$ cat config.mk
export PLATFORM = sky130hd
export DESIGN_NAME = fifo_readout_ctrl_flat
export DESIGN_NICKNAME = d
export VERILOG_FILES = /design/src/rtl/fifo_readout_ctrl_pkg.sv /design/src/rtl/fifo_readout_ctrl_if.sv /design/src/rtl/fifo_readout_ctrl_irq_hysteresis.sv /design/src/rtl/fifo_readout_ctrl.sv /design/src/flat_wrapper.sv
export SDC_FILE = /design/constraint.sdc
export NUM_CORES = 1
export LEC_CHECK = 0
export ABC_AREA = 1
export CORE_MARGIN = 2
export CORE_UTILIZATION = 65
export DETAILED_ROUTE_END_ITERATION = 12
export DONT_BUFFER_PORTS = 1
export HOLD_SLACK_MARGIN = 0.15
export PLACE_DENSITY = 0.81
export SYNTH_ARGS = -nofsm -noshare
export SYNTH_HDL_FRONTEND = slang
export SYNTH_SLANG_ARGS = --single-unit
export TNS_END_PERCENT = 10
$ cat constraint.sdc
create_clock -name i_clk -period 2.7 [get_ports i_clk]
set_input_delay 0 -clock i_clk [delete_from_list [all_inputs] [get_ports i_clk]]
set_output_delay 0 -clock i_clk [all_outputs]
set_load 0.1 [all_outputs]
$ cat src/rtl/fifo_readout_ctrl_pkg.sv
// Shared types and default widths for the event FIFO readout controller.
package fifo_readout_ctrl_pkg;

   localparam int FIFO_AWIDTH = 10;
   localparam int EVT_DWIDTH  = 16;

   typedef enum logic [1:0] {
      IDLE,
      READ,
      DRAIN,
      FLUSH
   } readout_state_e;

endpackage

$ cat src/rtl/fifo_readout_ctrl_if.sv
// Valid/ready word stream from the readout controller to the SPI stream path.
interface fifo_readout_ctrl_if
   import fifo_readout_ctrl_pkg::*;
#(
   parameter int DWIDTH = EVT_DWIDTH
);

   logic              out_valid;
   logic [DWIDTH-1:0] out_data;
   logic              out_ready;

   modport master (output out_valid, output out_data, input  out_ready);
   modport slave  (input  out_valid, input  out_data, output out_ready);

endinterface

$ cat src/rtl/fifo_readout_ctrl_irq_hysteresis.sv
// Level monitor: set/clear register driven by two thresholds; set wins on overlap.
module irq_hysteresis
   import fifo_readout_ctrl_pkg::*;
#(
   parameter int WIDTH = FIFO_AWIDTH
) (
   input  logic             i_clk,
   input  logic             i_rst,
   input  logic             i_clr,
   input  logic [WIDTH-1:0] i_level,
   input  logic [WIDTH-1:0] i_set_thresh,
   input  logic [WIDTH-1:0] i_clr_thresh,
   output logic             o_irq
);

   logic r_irq;

   // A zero set threshold disables the monitor entirely.
   always_ff @(posedge i_clk) begin
      if (i_rst || i_clr) begin
         r_irq <= 1'b0;
      end else if (i_set_thresh == '0) begin
         r_irq <= 1'b0;
      end else if (i_level >= i_set_thresh) begin
         r_irq <= 1'b1;
      end else if (i_level <= i_clr_thresh) begin
         r_irq <= 1'b0;
      end
   end

   assign o_irq = r_irq;

endmodule

$ cat src/rtl/fifo_readout_ctrl.sv
// Event FIFO readout sequencer: host read bursts, timed FIFO flush and level irq.
module fifo_readout_ctrl
   import fifo_readout_ctrl_pkg::*;
#(
   parameter int AWIDTH     = FIFO_AWIDTH,
   parameter int DWIDTH     = EVT_DWIDTH,
   parameter int RST_CYCLES = 4
) (
   input  logic                i_clk,
   input  logic                i_rst,
   input  logic [AWIDTH-1:0]   i_irq_assert_thresh,
   input  logic [AWIDTH-1:0]   i_irq_deassert_thresh,
   input  logic [AWIDTH-1:0]   i_fifo_numel,
   input  logic                i_burst_start,
   input  logic [AWIDTH-1:0]   i_burst_len,
   input  logic                i_flush_req,
   output logic                o_fifo_rd_en,
   input  logic [DWIDTH-1:0]   i_fifo_rdata,
   output logic                o_fifo_rst_n,
   fifo_readout_ctrl_if.master o_stream,
   output logic                o_busy,
   output logic                o_burst_done,
   output logic [AWIDTH-1:0]   o_words_read,
   output logic                o_irq
);

   localparam int CNT_W = (RST_CYCLES > 1) ? $clog2(RST_CYCLES) : 1;

   readout_state_e    r_state,       w_state_nxt;
   logic              r_pending,     w_pending_nxt;
   logic [AWIDTH-1:0] r_remaining,   w_remaining_nxt;
   logic              r_out_valid,   w_out_valid_nxt;
   logic [DWIDTH-1:0] r_out_data,    w_out_data_nxt;
   logic [AWIDTH-1:0] r_words_read,  w_words_read_nxt;
   logic              r_fifo_rd_en,  w_fifo_rd_en_nxt;
   logic              r_fifo_rst_n,  w_fifo_rst_n_nxt;
   logic              r_burst_done,  w_burst_done_nxt;
   logic              r_busy;
   logic [CNT_W-1:0]  r_rst_cnt,     w_rst_cnt_nxt;
   logic              w_xfer;
   logic              w_slot_free;
   logic              w_irq_clr;

   always_ff @(posedge i_clk) begin
      if (i_rst) begin
         r_state      <= IDLE;
         r_pending    <= 1'b0;
         r_remaining  <= '0;
         r_out_valid  <= 1'b0;
         r_out_data   <= '0;
         r_words_read <= '0;
         r_fifo_rd_en <= 1'b0;
         r_fifo_rst_n <= 1'b0;
         r_burst_done <= 1'b0;
         r_busy       <= 1'b0;
         r_rst_cnt    <= '0;
      end else begin
         r_state      <= w_state_nxt;
         r_pending    <= w_pending_nxt;
         r_remaining  <= w_remaining_nxt;
         r_out_valid  <= w_out_valid_nxt;
         r_out_data   <= w_out_data_nxt;
         r_words_read <= w_words_read_nxt;
         r_fifo_rd_en <= w_fifo_rd_en_nxt;
         r_fifo_rst_n <= w_fifo_rst_n_nxt;
         r_burst_done <= w_burst_done_nxt;
         r_busy       <= (w_state_nxt != IDLE);
         r_rst_cnt    <= w_rst_cnt_nxt;
      end
   end

   always_comb begin
      w_state_nxt      = r_state;
      w_pending_nxt    = r_pending;
      w_remaining_nxt  = r_remaining;
      w_out_valid_nxt  = r_out_valid;
      w_out_data_nxt   = r_out_data;
      w_words_read_nxt = r_words_read;
      w_fifo_rd_en_nxt = 1'b0;
      w_fifo_rst_n_nxt = 1'b1;
      w_burst_done_nxt = 1'b0;
      w_rst_cnt_nxt    = r_rst_cnt;

      w_xfer      = r_out_valid && o_stream.out_ready;
      // The output slot counts as free when the word in it is handed over this
      // cycle, which is what allows a read every second cycle.
      w_slot_free = !r_pending && (!r_out_valid || o_stream.out_ready);

      if (w_xfer) begin
         w_out_valid_nxt  = 1'b0;
         w_words_read_nxt = r_words_read + AWIDTH'(1);
      end
      if (r_pending) begin
         w_out_data_nxt  = i_fifo_rdata;
         w_out_valid_nxt = 1'b1;
         w_pending_nxt   = 1'b0;
      end

      case (r_state)
         IDLE: begin
            if (i_burst_start) begin
               w_words_read_nxt = '0;
               if (i_burst_len == '0) begin
                  w_state_nxt = DRAIN;
               end else begin
                  w_state_nxt = READ;
                  if (i_fifo_numel != '0) begin
                     w_fifo_rd_en_nxt = 1'b1;
                     w_pending_nxt    = 1'b1;
                     w_remaining_nxt  = i_burst_len - AWIDTH'(1);
                  end else begin
                     w_remaining_nxt  = i_burst_len;
                  end
               end
            end
         end
         READ: begin
            if (r_remaining != '0 && i_fifo_numel != '0 && w_slot_free) begin
               w_fifo_rd_en_nxt = 1'b1;
               w_pending_nxt    = 1'b1;
               w_remaining_nxt  = r_remaining - AWIDTH'(1);
            end else if (r_remaining == '0 || (i_fifo_numel == '0 && !r_pending)) begin
               w_state_nxt = DRAIN;
            end
         end
         DRAIN: begin
            if (w_slot_free) begin
               w_burst_done_nxt = 1'b1;
               w_state_nxt      = IDLE;
            end
         end
         FLUSH: begin
            if (r_rst_cnt == '0) begin
               w_state_nxt = IDLE;
            end else begin
               w_fifo_rst_n_nxt = 1'b0;
               w_rst_cnt_nxt    = r_rst_cnt - CNT_W'(1);
            end
         end
         default: w_state_nxt = IDLE;
      endcase

      // Flush overrides everything, including a same-cycle burst start.
      if (i_flush_req) begin
         w_state_nxt      = FLUSH;
         w_pending_nxt    = 1'b0;
         w_out_valid_nxt  = 1'b0;
         w_fifo_rd_en_nxt = 1'b0;
         w_burst_done_nxt = 1'b0;
         w_fifo_rst_n_nxt = 1'b0;
         w_rst_cnt_nxt    = CNT_W'(RST_CYCLES - 1);
      end

      w_irq_clr = (w_state_nxt == FLUSH);
   end

   irq_hysteresis #(
      .WIDTH (AWIDTH)
   ) u_irq (
      .i_clk        (i_clk),
      .i_rst        (i_rst),
      .i_clr        (w_irq_clr),
      .i_level      (i_fifo_numel),
      .i_set_thresh (i_irq_assert_thresh),
      .i_clr_thresh (i_irq_deassert_thresh),
      .o_irq        (o_irq)
   );

   assign o_fifo_rd_en       = r_fifo_rd_en;
   assign o_fifo_rst_n       = r_fifo_rst_n;
   assign o_stream.out_valid = r_out_valid;
   assign o_stream.out_data  = r_out_data;
   assign o_busy             = r_busy;
   assign o_burst_done       = r_burst_done;
   assign o_words_read       = r_words_read;

endmodule
$ cat src/flat_wrapper.sv
// flat-port wrapper written by rule: the top's interface ports become plain ports
module fifo_readout_ctrl_flat import fifo_readout_ctrl_pkg::*;
#(
   parameter int AWIDTH     = FIFO_AWIDTH,
   parameter int DWIDTH     = EVT_DWIDTH,
   parameter int RST_CYCLES = 4
)
  (i_clk, i_rst, i_irq_assert_thresh, i_irq_deassert_thresh, i_fifo_numel, i_burst_start, i_burst_len, i_flush_req, o_fifo_rd_en, i_fifo_rdata, o_fifo_rst_n, o_busy, o_burst_done, o_words_read, o_irq, o_stream_out_valid, o_stream_out_data, o_stream_out_ready);
  fifo_readout_ctrl_if #(.DWIDTH(DWIDTH)) o_stream_i ();
  input  logic i_clk;
  input  logic i_rst;
  input  logic [AWIDTH-1:0] i_irq_assert_thresh;
  input  logic [AWIDTH-1:0] i_irq_deassert_thresh;
  input  logic [AWIDTH-1:0] i_fifo_numel;
  input  logic i_burst_start;
  input  logic [AWIDTH-1:0] i_burst_len;
  input  logic i_flush_req;
  output logic o_fifo_rd_en;
  input  logic [DWIDTH-1:0] i_fifo_rdata;
  output logic o_fifo_rst_n;
  output logic o_busy;
  output logic o_burst_done;
  output logic [AWIDTH-1:0] o_words_read;
  output logic o_irq;
  output wire logic [$bits(o_stream_i.out_valid)-1:0] o_stream_out_valid;
  output wire logic [$bits(o_stream_i.out_data)-1:0] o_stream_out_data;
  input wire logic [$bits(o_stream_i.out_ready)-1:0] o_stream_out_ready;
  assign o_stream_out_valid = o_stream_i.out_valid;
  assign o_stream_out_data = o_stream_i.out_data;
  assign o_stream_i.out_ready = o_stream_out_ready;
  fifo_readout_ctrl #(.AWIDTH(AWIDTH), .DWIDTH(DWIDTH), .RST_CYCLES(RST_CYCLES)) u_core (.i_clk(i_clk), .i_rst(i_rst), .i_irq_assert_thresh(i_irq_assert_thresh), .i_irq_deassert_thresh(i_irq_deassert_thresh), .i_fifo_numel(i_fifo_numel), .i_burst_start(i_burst_start), .i_burst_len(i_burst_len), .i_flush_req(i_flush_req), .o_fifo_rd_en(o_fifo_rd_en), .i_fifo_rdata(i_fifo_rdata), .o_fifo_rst_n(o_fifo_rst_n), .o_stream(o_stream_i), .o_busy(o_busy), .o_burst_done(o_burst_done), .o_words_read(o_words_read), .o_irq(o_irq));
endmodule
==> metrics.md, run 1 <==
| Metric | Value |
|---|---|
| Status | finished, final reports clean |
| Critical-path cell list | dlygate4sd3_1, nor4_1, dlygate4sd3_1, nand3_1, dlygate4sd3_1, o21a_1, dlygate4sd3_1, nand2_1, inv_1 |
| Worst-skew pair later-pin latency | 0.30 ns |
| Die height | 72.66 um |
| Synthesized flop and latch total | 46 |
| Initial antenna violation count | 0 |
| Layout fillers | 281 |
| Final Non-Filler Cells | 596 |
| Crit. End Element | flop |
| Delay-heaviest family, CP | buffers and inverters |
| Max Cap Viol | 0 |
| Total congestion overflow | 0 |
| Worst path required time | 2.91 ns |
| CP max stage cell | dlygate4sd3_1 |
| Total CTS buffers | 5 |
| Worst Skew | 0.003778 ns |
| First-pass GRT wire length | 13700 um |
| Io pins | 93 |
| Fraction of layout cells with a size suffix above 1 | 0.1287 |
| RSZ-0062 raised after global routing | false |
| Critical Path Fanout Max | 2 |
| Critical Path AT | 2.78 ns |
| Starting DRT DRC Count | 183 |
| Placed Area | 0.003318 sq mm |
| Sw Ratio | 0.3952 |
| Synth unique cells | 33 |
| DRC | 0 |
| Slew Viols, Final | 0 |
| Initial core utilization | 0.6895 |
| Crit path kind | in -> reg |
| Fin util | 0.8547 |
| Clock period minus worst slack | 2.571 ns |
| Gp weighted congestion | 0.8983 |
| Final setup viols | 0 |
| Via density per instance | 5.445 |
| Synth Warn # | 0 |
| Critical path startpoint category | input pin |
| Rows | 24 |
| Synthesized cell area | 0.003064 sq mm |
| Mapped Avg Cell Area | 6.465 sq um |
| Final ANT Viol Nets | 0 |
| Leakage | 1.885 nW |
| Internal Power | 1.126 mW |
| Tot GR Track Use | 0.3254 |
| Clk buf depth | 2 |
| Worst-path clk slew | 0.09 ns |
| Crit. path cell count | 9 |
| Worst setup slack after layout | 0.1292 ns |
| DR vias | 3245 |
| Die width | 72.66 um |
| Power Dens Cells | 490.0 mW/mm^2 |
| N_diodes | 0 |
| Maximum clock rate | 0.3890 GHz |
| P_sw | 735.7 uW |
| Routed wire per std cell | 13.99 um |
| Synth area leaders | dfxtp_1, nor2_1, nand2_1 |
| Gate power share | 0.341 |
| Area grow syn2layout | 23.97% |
| Worst rel slew slack | 0.3645 |
| Worst VDD drop | 516.7 uV |
| Top cell by count, worst path | dlygate4sd3_1 |
| CTS tree | built |
| DRT Pass-1 Iters | 5 |
| Vias in the first global route | 3337 |
| Hold_buf cts | 39 |
| Hold crit path type | in -> reg |
| Wirelength, routed | 8340 um |
| CTS resizes | 0 |
| Placed wire-length estimate | 5376 um |
| Clock Tree Root | clkbuf_8 |
| PortBufs | 0 |
| Clk sinks | 46 |
| Design area | 0.003799 sq mm |
| H-tree depth | 2 |
| Mapped Cells | 474 |
| Setup TNS | 0 ns |
| Worst Tran Pin Value | 0.9520 ns |
| Post-synth top area share | 0.3005 |
| Fin crit share | 0.9521 |
| Hold Fails Final Rpt | 0 |
| Die area | 0.005279 sq mm |
| Sequential fraction of design power | 0.429 |
| Tot Pwr | 1.862 mW |
| Sequential share of the synthesized area | 0.3005 |
| Number of setup buffers added after CTS | 0 |
| Fin Hold WS | 0.1388 ns |
| Hold path depth | 4 |
| Post-Place Cells | 549 |
| Clk network pwr share | 0.230 |
| Core Box Area | 0.004444 sq mm |
| Crit path buf inv count | 5 |
| Largest net degree at the start of global routing | 29 |
| Worst reg2reg path depth | 7 |
| Synthesized net count | 559 |
| Slowest cell delay on critical path | 0.59 ns |
| Final nets | 628 |
| Place WS | 1.009 ns |
| Synth area leader | dfxtp_1 |
==> cells by family (layout without fill, tap and decap cells) <==
logic type / after synthesis / count (layout) / share of synthesized area
AOI/OAI and AO/OA: 58 / 58 / 0.1029
xor gates and xnor gates: 8 / 8 / 0.02287
adders and majority gates: 24 / 24 / 0.09800
buffers and inverters: 72 / 142 / 0.09309
DFF: 46 / 46 / 0.3005
and+or+nand+nor: 266 / 266 / 0.3826
==> worst paths after layout <==
kind / start / slack, ns / endpoint
min reg2reg: u_core.r_rst_cnt[0] / 0.50 / u_core.r_rst_cnt[0]
max reg2reg: u_core.r_state[0] / 0.68 / u_core.r_remaining[9]
min: i_fifo_numel[0] / 0.14 / u_core.r_pending
max: i_irq_assert_thresh[0] / 0.13 / u_core.u_irq.o_irq
==> cells in the mapped netlist, drive strengths merged <==
cell    number
a21o         1
a21oi       18
buf          3
clkbuf       4
clkinv       1
dfxtp       46
ha          24
inv         64
nand2      103
nand3       29
nand3b       3
nand4        5
nor2       119
nor3         4
nor4         3
o211ai       1
o21a         2
o21ai       33
o21bai       2
o31ai        1
xnor2        5
xor2         3
==> state kept, by name (all words and copies together) (netlist names) <==
signal,flops
u_core.o_fifo_rst_n,1
u_core.o_busy,1
u_core.o_stream.out_valid,1
u_core.r_rst_cnt,2
u_core.r_pending,1
u_core.u_irq.o_irq,1
u_core.r_remaining,10
u_core.o_words_read,10
u_core.o_burst_done,1
u_core.o_stream.out_data,16
u_core.r_state,2
==> layer usage <==
metal	global-route usage	up-vias	wire, um
li1	-	1637	-
met3	0.06077	17	403
met1	0.3377	1475	3198
met4	0.1276	0	169
met5	0	-	0
met2	0.6343	116	4569
==> cell type report <==
| class | count | area, sq um | area share |
|---|---|---|---|
| repair buffers | 69 | 615.6 | 0.1621 |
| clock inverters | 3 | 21.27 | 0.005599 |
| well taps | 52 | 65.06 | 0.01713 |
| multi-input cells | 356 | 1858 | 0.4891 |
| inverters | 65 | 249.0 | 0.06555 |
| flip-flops and latches | 46 | 920.9 | 0.2424 |
| clock buffers | 5 | 68.82 | 0.01812 |
==> cell usage in the layout, fill, tap and decap left out, drive strengths merged <==
cell	instances
o211ai	1
nand3	29
dfxtp	46
nand4	5
dlygate4sd3	39
nor2	119
o21ai	33
o31ai	1
nor3	4
a21o	1
o21a	2
nor4	3
o21bai	2
xnor2	5
nand3b	3
a21oi	18
nand2	103
ha	24
inv	64
xor2	3
buf	30
clkinvlp	1
clkbuf	5
clkinv	3
==> worst register-to-register path, delay by kind of cell, from the launching register on <==
kind	cells	cell delay [ns]
buffers and inverters	4	1.16
AOI/OAI and AO/OA	1	0.06
and+or+nand+nor	2	0.28
DFF	1	0.43
==> power groups by stage <==
stage | combinational (mW) | clock [mW] | sequential [mW]
2_1_floorplan | 0.351 | 0 | 0.926
3_3_place_gp | 0.553 | 0 | 0.809
3_5_place_dp | 0.568 | 0 | 0.811
4_1_cts | 0.621 | 0.430 | 0.796
5_1_grt | 0.694 | 0.459 | 0.805
6_report | 0.634 | 0.428 | 0.799
No activity file was read; power rests on OpenSTA's default activity.
==> run 2: changes to the inputs <==
- CTS_BUF_LIST: default -> sky130_fd_sc_hd__clkbuf_4
==> run 2 against run 1 <==
Sequential cell count unchanged. Critical path depth unchanged. Utilization increased by 0.48 points. Global-route usage decreased by 1.1 points. Die area unchanged.
==> metrics.md, run 2 (synthesized netlist as in run 1, its figures left out) <==
| Metric | Value |
|---|---|
| Top cell by count, worst path | dlygate4sd3_1 |
| Worst VDD drop | 568.7 uV |
| Slew Viols, Final | 0 |
| H-tree depth | 2 |
| Leakage | 1.899 nW |
| Placed wire-length estimate | 5376 um |
| Internal Power | 1.048 mW |
| Worst Skew | 0.009503 ns |
| Critical Path Start | i_irq_assert_thresh[0] |
| Routed wire per std cell | 13.62 um |
| Place WS | 1.009 ns |
| Reg2Reg Setup Slack | 0.61 ns |
| Initial antenna violation count | 0 |
| Total CTS buffers | 5 |
| Slowest cell delay on critical path | 0.58 ns |
| PortBufs | 0 |
| DRT Pass-1 Iters | 8 |
| Initial core utilization | 0.6895 |
| Die height | 72.66 um |
| CP max stage cell | dlygate4sd3_1 |
| Clock period minus worst slack | 2.475 ns |
| FF-to-FF End | u_core.r_remaining[5] |
| Max Cap Viol | 0 |
| Clock Tree Root | clkbuf_4 |
| Most common cell after layout, fill and taps aside | nor2_1 |
| Grt met2 use | 0.6202 |
| DRC | 0 |
| Sequential fraction of design power | 0.449 |
| Vias in the first global route | 3229 |
| Core Box Area | 0.004444 sq mm |
| Clk network pwr share | 0.191 |
| Maximum clock rate | 0.4040 GHz |
| RSZ-0062 raised after global routing | false |
| Largest net degree at the start of global routing | 29 |
| Crit. End Element | flop |
| Gate power share | 0.360 |
| Worst-skew pair later-pin latency | 0.37 ns |
| Hold Fails Final Rpt | 0 |
| Met3 usage | 0.04420 |
| Crit path kind | in -> reg |
| Hold_sp | i_fifo_numel[3] |
| Post-Place Cells | 549 |
| Die area | 0.005279 sq mm |
| First-pass GRT wire length | 13370 um |
| Fin crit share | 0.9168 |
| Tot GR Track Use | 0.3147 |
| Final nets | 634 |
| Area grow syn2layout | 24.66% |
| P_sw | 734.5 uW |
| Register area | 920.9 sq um |
| Starting DRT DRC Count | 176 |
| Status | finished, final reports clean |
| DR vias | 3272 |
| Critical-path cell list | dlygate4sd3_1, nor4_1, dlygate4sd3_1, nand3_1, dlygate4sd3_1, o21a_1, dlygate4sd3_1, nand2_1, inv_1 |
| Hold crit path type | in -> reg |
| Total congestion overflow | 0 |
| N_diodes | 0 |
| Worst Tran Pin Value | 0.9519 ns |
| Rows | 24 |
| Clk sinks | 46 |
| Fin util | 0.8595 |
| Clk buf depth | 2 |
| Met1 Usage GRT | 0.3523 |
| Critical Path AT | 2.76 ns |
| Worst reg2reg path depth | 8 |
| Critical Path Fanout Max | 2 |
| Fin Hold WS | 0.07625 ns |
| Global routing's busiest layer | met2 |
| Io pins | 93 |
| R2r startpoint | u_core.r_state[0] |
| Hold path depth | 4 |
| Critical path startpoint category | input pin |
| Die width | 72.66 um |
| Via density per instance | 5.435 |
| Final Non-Filler Cells | 602 |
| Power Dens Cells | 466.7 mW/mm^2 |
| Setup TNS | 0 ns |
| Final setup viols | 0 |
| Multi-input logic area | 0.001858 sq mm |
| Worst path required time | 2.99 ns |
| Worst-path clk slew | 0.14 ns |
| Sw Ratio | 0.4121 |
| Final ANT Viol Nets | 0 |
| Layout fillers | 283 |
| Wirelength, routed | 8201 um |
| Worst setup slack after layout | 0.2247 ns |
| Max reg flops | 16 |
| Most frequent cells in the layout | nor2_1, nand2_1, inv_1 |
| Fraction of layout cells with a size suffix above 1 | 0.1327 |
| Hold Path End | u_core.r_pending |
| Worst rel slew slack | 0.3645 |
| Gp weighted congestion | 0.8983 |
| CTS tree | built |
| CTS resizes | 0 |
| Crit path buf inv count | 5 |
| Delay-heaviest family, CP | buffers and inverters |
[run 2: cell type report]
| class | instances | share of cell area |
|---|---|---|
| clock inverter | 3 | 0.005568 |
| timing repair buffer | 75 | 0.1749 |
| tap | 52 | 0.01703 |
| sequential | 46 | 0.2411 |
| multi-input combinational | 356 | 0.4864 |
| clock buffer | 5 | 0.009826 |
| inverter | 65 | 0.06518 |
[run 2: power groups by stage]
stage	Combinational, mW	Sequential, mW	Clock, mW
2_1_floorplan	0.351	0.926	0
3_3_place_gp	0.553	0.809	0
3_5_place_dp	0.568	0.811	0
4_1_cts	0.625	0.797	0.338
5_1_grt	0.701	0.806	0.364
6_report	0.641	0.801	0.341
[run 2: worst max path at each step]
stage	depth (start not counted)	slack, ns	end
2_1_floorplan	8	0.46	u_core.o_words_read[8]
3_3_place_gp	10	1.11	u_core.r_remaining[7]
3_5_place_dp	10	1.01	u_core.r_remaining[7]
4_1_cts	11	0.04	u_core.r_remaining[5]
5_1_grt	9	0.10	u_core.u_irq.o_irq
6_report	9	0.22	u_core.u_irq.o_irq
[run 2: metal layers]
metal / vias up / share of wire
met5: - / 0
met4: 0 / 0.015
met3: 19 / 0.053
met2: 127 / 0.53
met1: 1476 / 0.40
li1: 1650 / -
[run 2: metrics by stage]
| step | power [mW] | instance area, sq um |
|---|---|---|
| final | 1.783 | 3820 |
| after global routing | 1.871 | 3820 |
| after CTS | 1.760 | 3807 |
| after detailed placement | 1.379 | 3318 |
| after global placement | 1.363 | 3318 |
| after floorplan | 1.277 | 3064 |
[run 2: worst reg2reg max path: stages (launching register included)]
cell and delay (ns):
dfxtp_1 0.45, inv_1 0.09, nor2_2 0.09, buf_4 0.19, clkinv_1 0.30, nand3_1 0.19, dlygate4sd3_1 0.57, a21oi_1 0.06
nor2_1 0.08
[run 2: repair_timing]
item                       CTS  global route
setup buffers                0             3
setup endpoints to repair    0             1
hold buffers                43             0
hold endpoints to repair    46             0
==> run 3: changes to the inputs <==
- MAX_ROUTING_LAYER: default -> met4
==> run 3 against run 2 <==
Worst hold slack worse by 0.0012 ns. Combinational power barely moved. Die area unchanged. Sequential cell count unchanged. Cell count is the same. Utilization is the same. Non-clock buffer count unchanged. First-iteration DRC count is 14% higher. Clock power about the same. Critical path depth unchanged. Critical path type unchanged. Largest cell class unchanged.
==> metrics.md, run 3 (synthesized netlist as in run 1, its figures left out) <==
| Metric | Value |
|---|---|
| Status | finished, final reports clean |
| Rows | 24 |
| Initial core utilization | 0.6895 |
| Hold Path End | u_core.r_pending |
| Area grow syn2layout | 24.66% |
| Clk sinks | 46 |
| Starting DRT DRC Count | 200 |
| Critical Path AT | 2.77 ns |
| R2r startpoint | u_core.r_state[0] |
| Worst path required time | 2.98 ns |
| Fin crit share | 0.9195 |
| FF-to-FF End | u_core.r_remaining[5] |
| Fraction of layout cells with a size suffix above 1 | 0.1327 |
| First-pass GRT wire length | 13380 um |
| Die area | 0.005279 sq mm |
| Total congestion overflow | 0 |
| Worst Tran Pin Value | 0.9520 ns |
| Via density per instance | 5.399 |
| H-tree depth | 2 |
| Top cell by count, worst path | dlygate4sd3_1 |
| Maximum clock rate | 0.4028 GHz |
| Worst setup slack after layout | 0.2173 ns |
| Hold path depth | 4 |
| Largest net degree at the start of global routing | 29 |
| Die width | 72.66 um |
| Core Box Area | 0.004444 sq mm |
| Placed wire-length estimate | 5376 um |
| Leakage | 1.899 nW |
| Most frequent cells in the layout | nor2_1, nand2_1, inv_1 |
| Critical path startpoint category | input pin |
| Worst-skew pair later-pin latency | 0.37 ns |
| Most common cell after layout, fill and taps aside | nor2_1 |
| Worst reg2reg path depth | 8 |
| PortBufs | 0 |
| Critical Path Fanout Max | 2 |
| Clk buf depth | 2 |
| Max reg flops | 16 |
| Total CTS buffers | 5 |
| Tot GR Track Use | 0.3240 |
| N_diodes | 0 |
| Worst-path clk slew | 0.14 ns |
| Gp weighted congestion | 0.9136 |
| Crit. End Element | flop |
| DRC | 0 |
| Routed wire per std cell | 13.56 um |
| Worst rel slew slack | 0.3645 |
| Max Cap Viol | 0 |
| Initial antenna violation count | 0 |
| Crit path kind | in -> reg |
| Vias in the first global route | 3225 |
| Critical Path Start | i_irq_assert_thresh[0] |
| Final nets | 634 |
| Final setup viols | 0 |
| Clock period minus worst slack | 2.483 ns |
| Critical-path cell list | dlygate4sd3_1, nor4_1, dlygate4sd3_1, nand3_1, dlygate4sd3_1, o21a_1, dlygate4sd3_1, nand2_1, inv_1 |
| Slowest cell delay on critical path | 0.58 ns |
| Power Dens Cells | 465.8 mW/mm^2 |
| Worst Skew | 0.009323 ns |
| Clock Tree Root | clkbuf_4 |
| RSZ-0062 raised after global routing | false |
| Wirelength, routed | 8164 um |
| Final ANT Viol Nets | 0 |
| CP max stage cell | dlygate4sd3_1 |
| DR vias | 3250 |
| Reg2Reg Setup Slack | 0.61 ns |
| Hold Fails Final Rpt | 0 |
| Hold crit path type | in -> reg |
| Setup TNS | 0 ns |
| Hold_sp | i_fifo_numel[3] |
| Slew Viols, Final | 0 |
| DRT Pass-1 Iters | 5 |
| Die height | 72.66 um |
| CTS tree | built |
| Io pins | 93 |
| Place WS | 1.009 ns |
| Worst VDD drop | 566.3 uV |
[run 3: final cells by class]
| type | instances | area, sq um |
|---|---|---|
| multi-input cells | 356 | 1858 |
| flip-flops and latches | 46 | 920.9 |
| repair buffers | 75 | 668.1 |
| fillers | 283 | 624.3 |
| inverters | 65 | 249.0 |
| well taps | 52 | 65.06 |
| clock buffers | 5 | 37.54 |
| clock inverters | 3 | 21.27 |
[run 3: stage by stage]
stage | cell area (sq um) | total power [mW] | hold slack [ns] | instances | util
4_1_cts | 3807 | 1.760 | 0.1503 | 600 | 0.8567
6_report | 3820 | 1.779 | 0.07506 | 602 | 0.8595
3_3_place_gp | 3318 | 1.363 | 0.07132 | 549 | 0.7466
5_1_grt | 3820 | 1.871 | 0.1369 | 602 | 0.8595
2_1_floorplan | 3064 | 1.277 | 0.06907 | 474 | -
3_5_place_dp | 3318 | 1.379 | 0.07233 | 549 | 0.7466
[run 3: worst max path at each step]
stage                     cells past startpoint  slack, ns                endpoint
after floorplan                               8       0.46  u_core.o_words_read[8]
after global placement                       10       1.11   u_core.r_remaining[7]
after detailed placement                     10       1.01   u_core.r_remaining[7]
after CTS                                    11       0.04   u_core.r_remaining[5]
after global routing                          9       0.10      u_core.u_irq.o_irq
final                                         9       0.22      u_core.u_irq.o_irq
[run 3: timing repair]
action	in CTS	in global routing
hold buffers	43	0
endpoints found under the hold margin	46	0
buffers inserted	0	3
resized for setup	0	0
endpoints found under the setup margin	0	1
[run 3: critical path, delay by kind of cell]
kind,cells,cell delay (ns)
and+or+nand+nor,3,0.31
buffers and inverters,5,2.28
AOI/OAI and AO/OA,1,0.17
[run 3: layer usage]
layer,track usage,vias to the layer above,part of all wire
li1,-,1651,-
met1,0.3541,1464,0.40
met2,0.6192,118,0.54
met3,0.04282,17,0.047
met4,0.06996,0,0.015
met5,-,-,0
[run 3: where the power goes]
| group | leakage (nW) | switching, mW | internal [mW] |
|---|---|---|---|
| Clock | 0.0312 | 0.238 | 0.102 |
| Sequential | 0.376 | 0.0712 | 0.729 |
| Combinational | 1.49 | 0.422 | 0.217 |
